### src/rtl/otter_decode_stage.sv
// -----------------------------------------------------------------------------
// otter_decode_stage
//
// Decode stage of the pipelined OTTER core. Each cycle one RV32I instruction
// (optionally RV32M) arriving from fetch is decoded into a control word that
// is captured in the decode/execute (EX) register. The stage also raises a
// load-use interlock against the instruction sitting in EX, and resolves the
// PC source for the EX instruction from the branch comparator results.
//
// Parameters
//   ALU_FUN_W  width of ALU_FUN (>=4; must be 5 when EN_M=1)
//   EN_M       1 = RV32M OP encodings are legal and decoded
//   HAZARD_EN  1 = load-use interlock active; 0 = never interlock
//
// Ports
//   CLK, RST                 clock, synchronous active-high reset
//   IF_VALID, IR             instruction from fetch and its valid flag
//   EX_STALL                 execute cannot accept; EX register holds
//   FLUSH                    squash the instruction being loaded into EX
//   BR_EQ, BR_LT, BR_LTU     comparator results for the EX instruction
//   DE_READY                 IR consumed this cycle (combinational)
//   EX_VALID, ILLEGAL        EX register holds a live / an illegal instruction
//   ALU_FUN, ALU_SRCA, ALU_SRCB, RF_WR_SEL, RF_WE, MEM_WE, MEM_RE, EX_RD
//                            registered control word for execute
//   PC_SOURCE                0=PC+4, 1=JALR, 2=branch, 3=JAL (combinational)
// -----------------------------------------------------------------------------
module otter_decode_stage #(
    parameter int ALU_FUN_W = 4,
    parameter int EN_M      = 0,
    parameter int HAZARD_EN = 1
) (
    input  logic                 CLK,
    input  logic                 RST,
    input  logic                 IF_VALID,
    input  logic [31:0]          IR,
    input  logic                 EX_STALL,
    input  logic                 FLUSH,
    input  logic                 BR_EQ,
    input  logic                 BR_LT,
    input  logic                 BR_LTU,
    output logic                 DE_READY,
    output logic                 EX_VALID,
    output logic [ALU_FUN_W-1:0] ALU_FUN,
    output logic                 ALU_SRCA,
    output logic [1:0]           ALU_SRCB,
    output logic [1:0]           RF_WR_SEL,
    output logic                 RF_WE,
    output logic                 MEM_WE,
    output logic                 MEM_RE,
    output logic [4:0]           EX_RD,
    output logic [1:0]           PC_SOURCE,
    output logic                 ILLEGAL
);

    localparam logic [6:0] OP_LUI    = 7'b0110111;
    localparam logic [6:0] OP_AUIPC  = 7'b0010111;
    localparam logic [6:0] OP_JAL    = 7'b1101111;
    localparam logic [6:0] OP_JALR   = 7'b1100111;
    localparam logic [6:0] OP_BRANCH = 7'b1100011;
    localparam logic [6:0] OP_LOAD   = 7'b0000011;
    localparam logic [6:0] OP_STORE  = 7'b0100011;
    localparam logic [6:0] OP_OPIMM  = 7'b0010011;
    localparam logic [6:0] OP_OP     = 7'b0110011;

    localparam logic [6:0] F7_ZERO = 7'b0000000;
    localparam logic [6:0] F7_ALT  = 7'b0100000;
    localparam logic [6:0] F7_MUL  = 7'b0000001;

    // Instruction class the EX stage needs to pick a PC source.
    typedef enum logic [1:0] {
        KIND_NONE   = 2'd0,
        KIND_BRANCH = 2'd1,
        KIND_JAL    = 2'd2,
        KIND_JALR   = 2'd3
    } kind_e;

    // Branch condition from funct3 and the comparator flags. The reserved
    // funct3 values never reach EX as a branch, so they fall to not-taken.
    function automatic logic branch_taken(input logic [2:0] f3, input logic eq,
                                          input logic lt, input logic ltu);
        case (f3)
            3'b000:  return eq;
            3'b001:  return ~eq;
            3'b100:  return lt;
            3'b101:  return ~lt;
            3'b110:  return ltu;
            3'b111:  return ~ltu;
            default: return 1'b0;
        endcase
    endfunction

    // The decoder works with a 5-bit function code internally; the port is
    // the zero-extended (or, with EN_M=0 and a 4-bit port, exact) view.
    function automatic logic [ALU_FUN_W-1:0] fit_fun(input logic [4:0] f);
        return ALU_FUN_W'(f);
    endfunction

    logic [6:0] opcode;
    logic [4:0] rd;
    logic [2:0] f3;
    logic [4:0] rs1;
    logic [4:0] rs2;
    logic [6:0] f7;

    assign opcode = IR[6:0];
    assign rd     = IR[11:7];
    assign f3     = IR[14:12];
    assign rs1    = IR[19:15];
    assign rs2    = IR[24:20];
    assign f7     = IR[31:25];

    // ---- stage p0: combinational decode of IR ----
    logic [4:0] fun_p0;
    logic       srca_p0;
    logic [1:0] srcb_p0;
    logic [1:0] wr_sel_p0;
    logic       rf_we_p0;
    logic       mem_we_p0;
    logic       mem_re_p0;
    logic [4:0] rd_p0;
    logic [2:0] f3_p0;
    kind_e      kind_p0;
    logic       bad_p0;

    always_comb begin
        fun_p0    = 5'd0;
        srca_p0   = 1'b0;
        srcb_p0   = 2'd0;
        wr_sel_p0 = 2'd0;
        rf_we_p0  = 1'b0;
        mem_we_p0 = 1'b0;
        mem_re_p0 = 1'b0;
        kind_p0   = KIND_NONE;
        bad_p0    = (IR[1:0] != 2'b11);
        rd_p0     = rd;
        f3_p0     = f3;

        case (opcode)
            OP_LUI: begin
                fun_p0    = 5'd9;
                srca_p0   = 1'b1;
                wr_sel_p0 = 2'd3;
                rf_we_p0  = 1'b1;
            end
            OP_AUIPC: begin
                srca_p0   = 1'b1;
                srcb_p0   = 2'd3;
                wr_sel_p0 = 2'd3;
                rf_we_p0  = 1'b1;
            end
            OP_JAL: begin
                rf_we_p0 = 1'b1;
                kind_p0  = KIND_JAL;
            end
            OP_JALR: begin
                rf_we_p0 = 1'b1;
                kind_p0  = KIND_JALR;
            end
            OP_LOAD: begin
                srcb_p0   = 2'd1;
                wr_sel_p0 = 2'd2;
                rf_we_p0  = 1'b1;
                mem_re_p0 = 1'b1;
            end
            OP_STORE: begin
                srcb_p0   = 2'd2;
                mem_we_p0 = 1'b1;
            end
            OP_BRANCH: begin
                kind_p0 = KIND_BRANCH;
                if (f3 == 3'b010 || f3 == 3'b011) begin
                    bad_p0 = 1'b1;
                end
            end
            OP_OPIMM: begin
                // Only the shift-right immediates carry f7[5] into the code.
                fun_p0    = (f3 == 3'b101) ? {1'b0, f7[5], f3} : {2'b00, f3};
                srcb_p0   = 2'd1;
                wr_sel_p0 = 2'd3;
                rf_we_p0  = 1'b1;
                if (f3 == 3'b001 && f7 != F7_ZERO) begin
                    bad_p0 = 1'b1;
                end
                if (f3 == 3'b101 && f7 != F7_ZERO && f7 != F7_ALT) begin
                    bad_p0 = 1'b1;
                end
            end
            OP_OP: begin
                wr_sel_p0 = 2'd3;
                rf_we_p0  = 1'b1;
                if (EN_M != 0 && f7 == F7_MUL) begin
                    fun_p0 = {2'b10, f3};
                end else begin
                    fun_p0 = {1'b0, f7[5], f3};
                end
                if (f7 == F7_ALT) begin
                    // Only SUB and SRA have an alternate-f7 form.
                    if (f3 != 3'b000 && f3 != 3'b101) begin
                        bad_p0 = 1'b1;
                    end
                end else if (f7 != F7_ZERO && !(EN_M != 0 && f7 == F7_MUL)) begin
                    bad_p0 = 1'b1;
                end
            end
            default: begin
                bad_p0 = 1'b1;
            end
        endcase

        if (rd == 5'd0) begin
            rf_we_p0 = 1'b0;
        end

        // An illegal instruction travels down as an inert control word.
        if (bad_p0) begin
            fun_p0    = 5'd0;
            srca_p0   = 1'b0;
            srcb_p0   = 2'd0;
            wr_sel_p0 = 2'd0;
            rf_we_p0  = 1'b0;
            mem_we_p0 = 1'b0;
            mem_re_p0 = 1'b0;
            kind_p0   = KIND_NONE;
            rd_p0     = 5'd0;
            f3_p0     = 3'd0;
        end
    end

    // Register operands actually read by the instruction in IR.
    logic use_rs1;
    logic use_rs2;

    always_comb begin
        use_rs1 = !(opcode == OP_LUI || opcode == OP_AUIPC || opcode == OP_JAL);
        use_rs2 = (opcode == OP_BRANCH || opcode == OP_STORE || opcode == OP_OP);
    end

    // ---- stage p1: EX register ----
    logic                 vld_p1;
    logic [ALU_FUN_W-1:0] fun_p1;
    logic                 srca_p1;
    logic [1:0]           srcb_p1;
    logic [1:0]           wr_sel_p1;
    logic                 rf_we_p1;
    logic                 mem_we_p1;
    logic                 mem_re_p1;
    logic [4:0]           rd_p1;
    logic [2:0]           f3_p1;
    kind_e                kind_p1;
    logic                 illegal_p1;

    // A load in EX whose destination the IR instruction reads cannot forward
    // in time; hold IR one cycle and let a bubble go down instead.
    logic hazard;

    always_comb begin
        hazard = (HAZARD_EN != 0) && vld_p1 && mem_re_p1 && (rd_p1 != 5'd0) &&
                 IF_VALID && ((use_rs1 && rs1 == rd_p1) || (use_rs2 && rs2 == rd_p1));
    end

    assign DE_READY = ~EX_STALL & ~hazard;

    always_ff @(posedge CLK) begin
        if (RST || FLUSH || (!EX_STALL && (hazard || !IF_VALID))) begin
            // Reset, squash, bubble and empty fetch all leave EX empty.
            // FLUSH sits ahead of EX_STALL on purpose: a wrong-path
            // instruction must not be kept alive by a stall.
            vld_p1     <= 1'b0;
            fun_p1     <= '0;
            srca_p1    <= 1'b0;
            srcb_p1    <= 2'd0;
            wr_sel_p1  <= 2'd0;
            rf_we_p1   <= 1'b0;
            mem_we_p1  <= 1'b0;
            mem_re_p1  <= 1'b0;
            rd_p1      <= 5'd0;
            f3_p1      <= 3'd0;
            kind_p1    <= KIND_NONE;
            illegal_p1 <= 1'b0;
        end else if (!EX_STALL) begin
            vld_p1     <= 1'b1;
            fun_p1     <= fit_fun(fun_p0);
            srca_p1    <= srca_p0;
            srcb_p1    <= srcb_p0;
            wr_sel_p1  <= wr_sel_p0;
            rf_we_p1   <= rf_we_p0;
            mem_we_p1  <= mem_we_p0;
            mem_re_p1  <= mem_re_p0;
            rd_p1      <= rd_p0;
            f3_p1      <= f3_p0;
            kind_p1    <= kind_p0;
            illegal_p1 <= bad_p0;
        end
    end

    assign EX_VALID  = vld_p1;
    assign ALU_FUN   = fun_p1;
    assign ALU_SRCA  = srca_p1;
    assign ALU_SRCB  = srcb_p1;
    assign RF_WR_SEL = wr_sel_p1;
    assign RF_WE     = rf_we_p1;
    assign MEM_WE    = mem_we_p1;
    assign MEM_RE    = mem_re_p1;
    assign EX_RD     = rd_p1;
    assign ILLEGAL   = illegal_p1;

    // PC source follows the EX instruction with no added latency.
    always_comb begin
        PC_SOURCE = 2'd0;
        if (vld_p1 && !illegal_p1) begin
            case (kind_p1)
                KIND_JAL:    PC_SOURCE = 2'd3;
                KIND_JALR:   PC_SOURCE = 2'd1;
                KIND_BRANCH: PC_SOURCE = branch_taken(f3_p1, BR_EQ, BR_LT, BR_LTU) ? 2'd2 : 2'd0;
                default:     PC_SOURCE = 2'd0;
            endcase
        end
    end

endmodule

### config.mk
export PLATFORM = sky130hd
export DESIGN_NAME = otter_decode_stage
export DESIGN_NICKNAME = d
export VERILOG_FILES = /design/src/rtl/otter_decode_stage.sv
export SDC_FILE = /design/constraint.sdc
export NUM_CORES = 1
export LEC_CHECK = 0
export CORE_UTILIZATION = 30
export DETAILED_ROUTE_END_ITERATION = 16
export SLEW_MARGIN = 10
export SYNTH_ARGS = -nofsm -noshare
export SYNTH_HDL_FRONTEND = slang
export SYNTH_SLANG_ARGS = --single-unit
### constraint.sdc
create_clock -name CLK -period 2.1 [get_ports CLK]
set_clock_uncertainty 0.1 [all_clocks]
set_input_delay 0.315 -clock CLK [delete_from_list [all_inputs] [get_ports CLK]]
set_output_delay 0.315 -clock CLK [all_outputs]
set_load 0.02 [all_outputs]
==> qor.yml <==
placed_design:
  io_buffers: 61
  gp_congestion: 0.786
  dp_hpwl_um: 3370
  pre_cts_ws_ns: -0.767
worst_setup_path:
  crit_type: "primary input to output pin"
  cp_max_fo: 2
  cp_data_required_time_ns: 1.68
  crit_path_start_kind: "primary input"
  worstPathArrival_ns: 1.76
  endpoint_kind: "output pin"
cells_and_area:
  layout_common_cells: "buf_4, clkdlybuf4s50_1, nor2_1"
  antenna_cells: 0
  final_common_cell: "buf_4"
  fin_nets: 318
  drive_gt1_share_pct: 37.9
  syn2layout_area_growth_pct: 86.3
pwr:
  total_power_mw: 1.12
  power_density_nw_per_um2: 410
  power.leakage_nw: 1.07
  ir_drop_mv: 0.277
drt:
  dr.pass1.iters: 4
  routed_wl_um: 4760
  met1Wirelength_um: 2270
  wl_per_cell_um: 13.8
  drt_iter0_drc: 64
  wl_met2_um: 2260
  top_layer_used: "met4"
  wl_met3_um: 197
  vias: 1647
  via_per_inst: 4.79
  route.detailed.drc: 0
  ant_nets: 0
floorplan:
  die_h_um: 72.0
  die_x_um: 72.0
  die_area_um2: 5180
  io-pin-count: 62
  initial_core_util_pct: 31.1
  placementRows: 25
  core_um2: 4720
sta:
  worst_slack_ns: -0.0794
  max_freq_mhz: 459
  rsz0062_at_grt: "true"
  hold_viol: 0
  tightest_slew_ns: 0.335
  fin_crit_sh_pct: 104
  max_slew_margin_pct: 77.6
  setup_viol: 1
  period_needed_ns: 2.18
  drv_slew: 0
clock_network:
  clock_latency_ns: 0.27
  holdBufCountCts: 0
  cts-root-buf: "clkbuf_8"
  cts_inserted_buffers: 3
  cts.path.max_buffers: 2
  cts.sinks: 24
  cts_tree: "done"
  cts_max_level: 1
  path_clk_slew_ns: 0.08
synth:
  ys_types: 51
  synth.cell_area_um2: 1470
  synthArstFlopShare_pct: 0
  yosysSeqAreaShare_pct: 32.7
  synth_nets: 203
  synthCells: 163
  synth-edff-count: 0
  yosysWarnings: 0
  yosysTopAreaCell: "dfxtp_1"
  synth_seq_cells: 24
  synth.area.top_cells: "dfxtp_1, xnor2_1, nor2_1"
  synth_top_flop_cell: "dfxtp_1"
  syn_area_per_cell_um2: 9.01
  synth_top_area_share_pct: 32.7
job:
  drv_cap: 0
outcome:
  violations: "setup timing"
  outcome: "finished, violations left"
global_route:
  antenna_found_initial: 0
  globalRouteOverflowTotal: 0
  grt_pass1_vias: 1538
  grt_pass1_wl_um: 7290
  grt.total_usage_pct: 17.9
  grt_max_degree: 31
hold_path:
  hp-class: "flop to flop"
[cell usage after synthesis, drive strengths merged, types with 4 or more instances]
library cell,count
nor2b,5
nor3,6
a21oi,9
a22oi,10
nor2,28
buf,4
a32oi,5
nand2,8
dfxtp,24
clkbuf,4
xnor2,11
[stage by stage]
step	TNS (ns)	hold WS [ns]	util (%)	cell area, um^2	cells
floorplan	0	0.359	-	1470	163
detailed placement	-12.65	0.353	51.5	2430	328
finish	-0.0794	0.369	57.9	2740	344
CTS	-0.197	0.368	56.3	2660	343
global route	-0.266	0.396	57.9	2740	344
global placement	-12.11	0.348	51.5	2430	328
[logic make-up (layout without fill, tap and decap cells)]
logic type                Yosys count  in the layout  synth area share, %
and+or+nand+nor                    69             69                 25.8
DFF                                24             24                 32.7
AOI/OAI and AO/OA                  41             41                 23.3
muxes                               4              4                 2.81
buffers and inverters              12            126                 7.58
xor gates and xnor gates           13             13                 7.75
[state kept, by name, summed over array words and instances, names as in the netlist]
name       flops
ILLEGAL        1
ALU_FUN        4
EX_VALID       1
RF_WR_SEL      2
ALU_SRCA       1
kind_p1        2
EX_RD          5
f3_p1          3
ALU_SRCB       2
MEM_WE         1
MEM_RE         1
RF_WE          1
[power by group]
group | switching [mW] | internal [mW] | total, mW
Sequential | 0.00327 | 0.458 | 0.461
Clock | 0.148 | 0.255 | 0.403
Combinational | 0.113 | 0.145 | 0.258
[what timing repair did]
item	CTS	global route
endpoints found under the setup margin	26	27
gates cloned	1	0
pin swaps	15	18
setup buffers	10	3
gates resized for setup	43	23
[final timing paths]
check / start / to / slack [ns] / cells after the start
min: RF_WE / RF_WE / 0.37 / 2
max: IR[17] / DE_READY / -0.08 / 8
max reg2reg: EX_RD[1] / MEM_RE / 0.12 / 10
min reg2reg: RF_WE / RF_WE / 0.37 / 2
[per-layer routing]
metal,up-vias,global-route usage (%)
met5,-,0
met4,0,5.23
met3,5,2.78
met2,45,29.1
met1,771,24.7
li1,826,-
[layout make-up]
cell class	instances	area (um^2)
timing repair buffer	119	1070
multi-input combinational	127	1010
fill	423	1990
inverter	3	11.3
clock inverter	1	30.0
clock buffer	3	41.3
sequential	24	485
tap	67	83.8
[worst max-delay path, cell delays in order]
cell and delay (ns):
clkdlybuf4s50_1 0.50, xnor2_2 0.12, nand3_2 0.11, a2111oi_4 0.32, o21ai_2 0.10, nor2_1 0.09
nor2_1 0.05, buf_4 0.15
(Power assumes the default switching activity.)
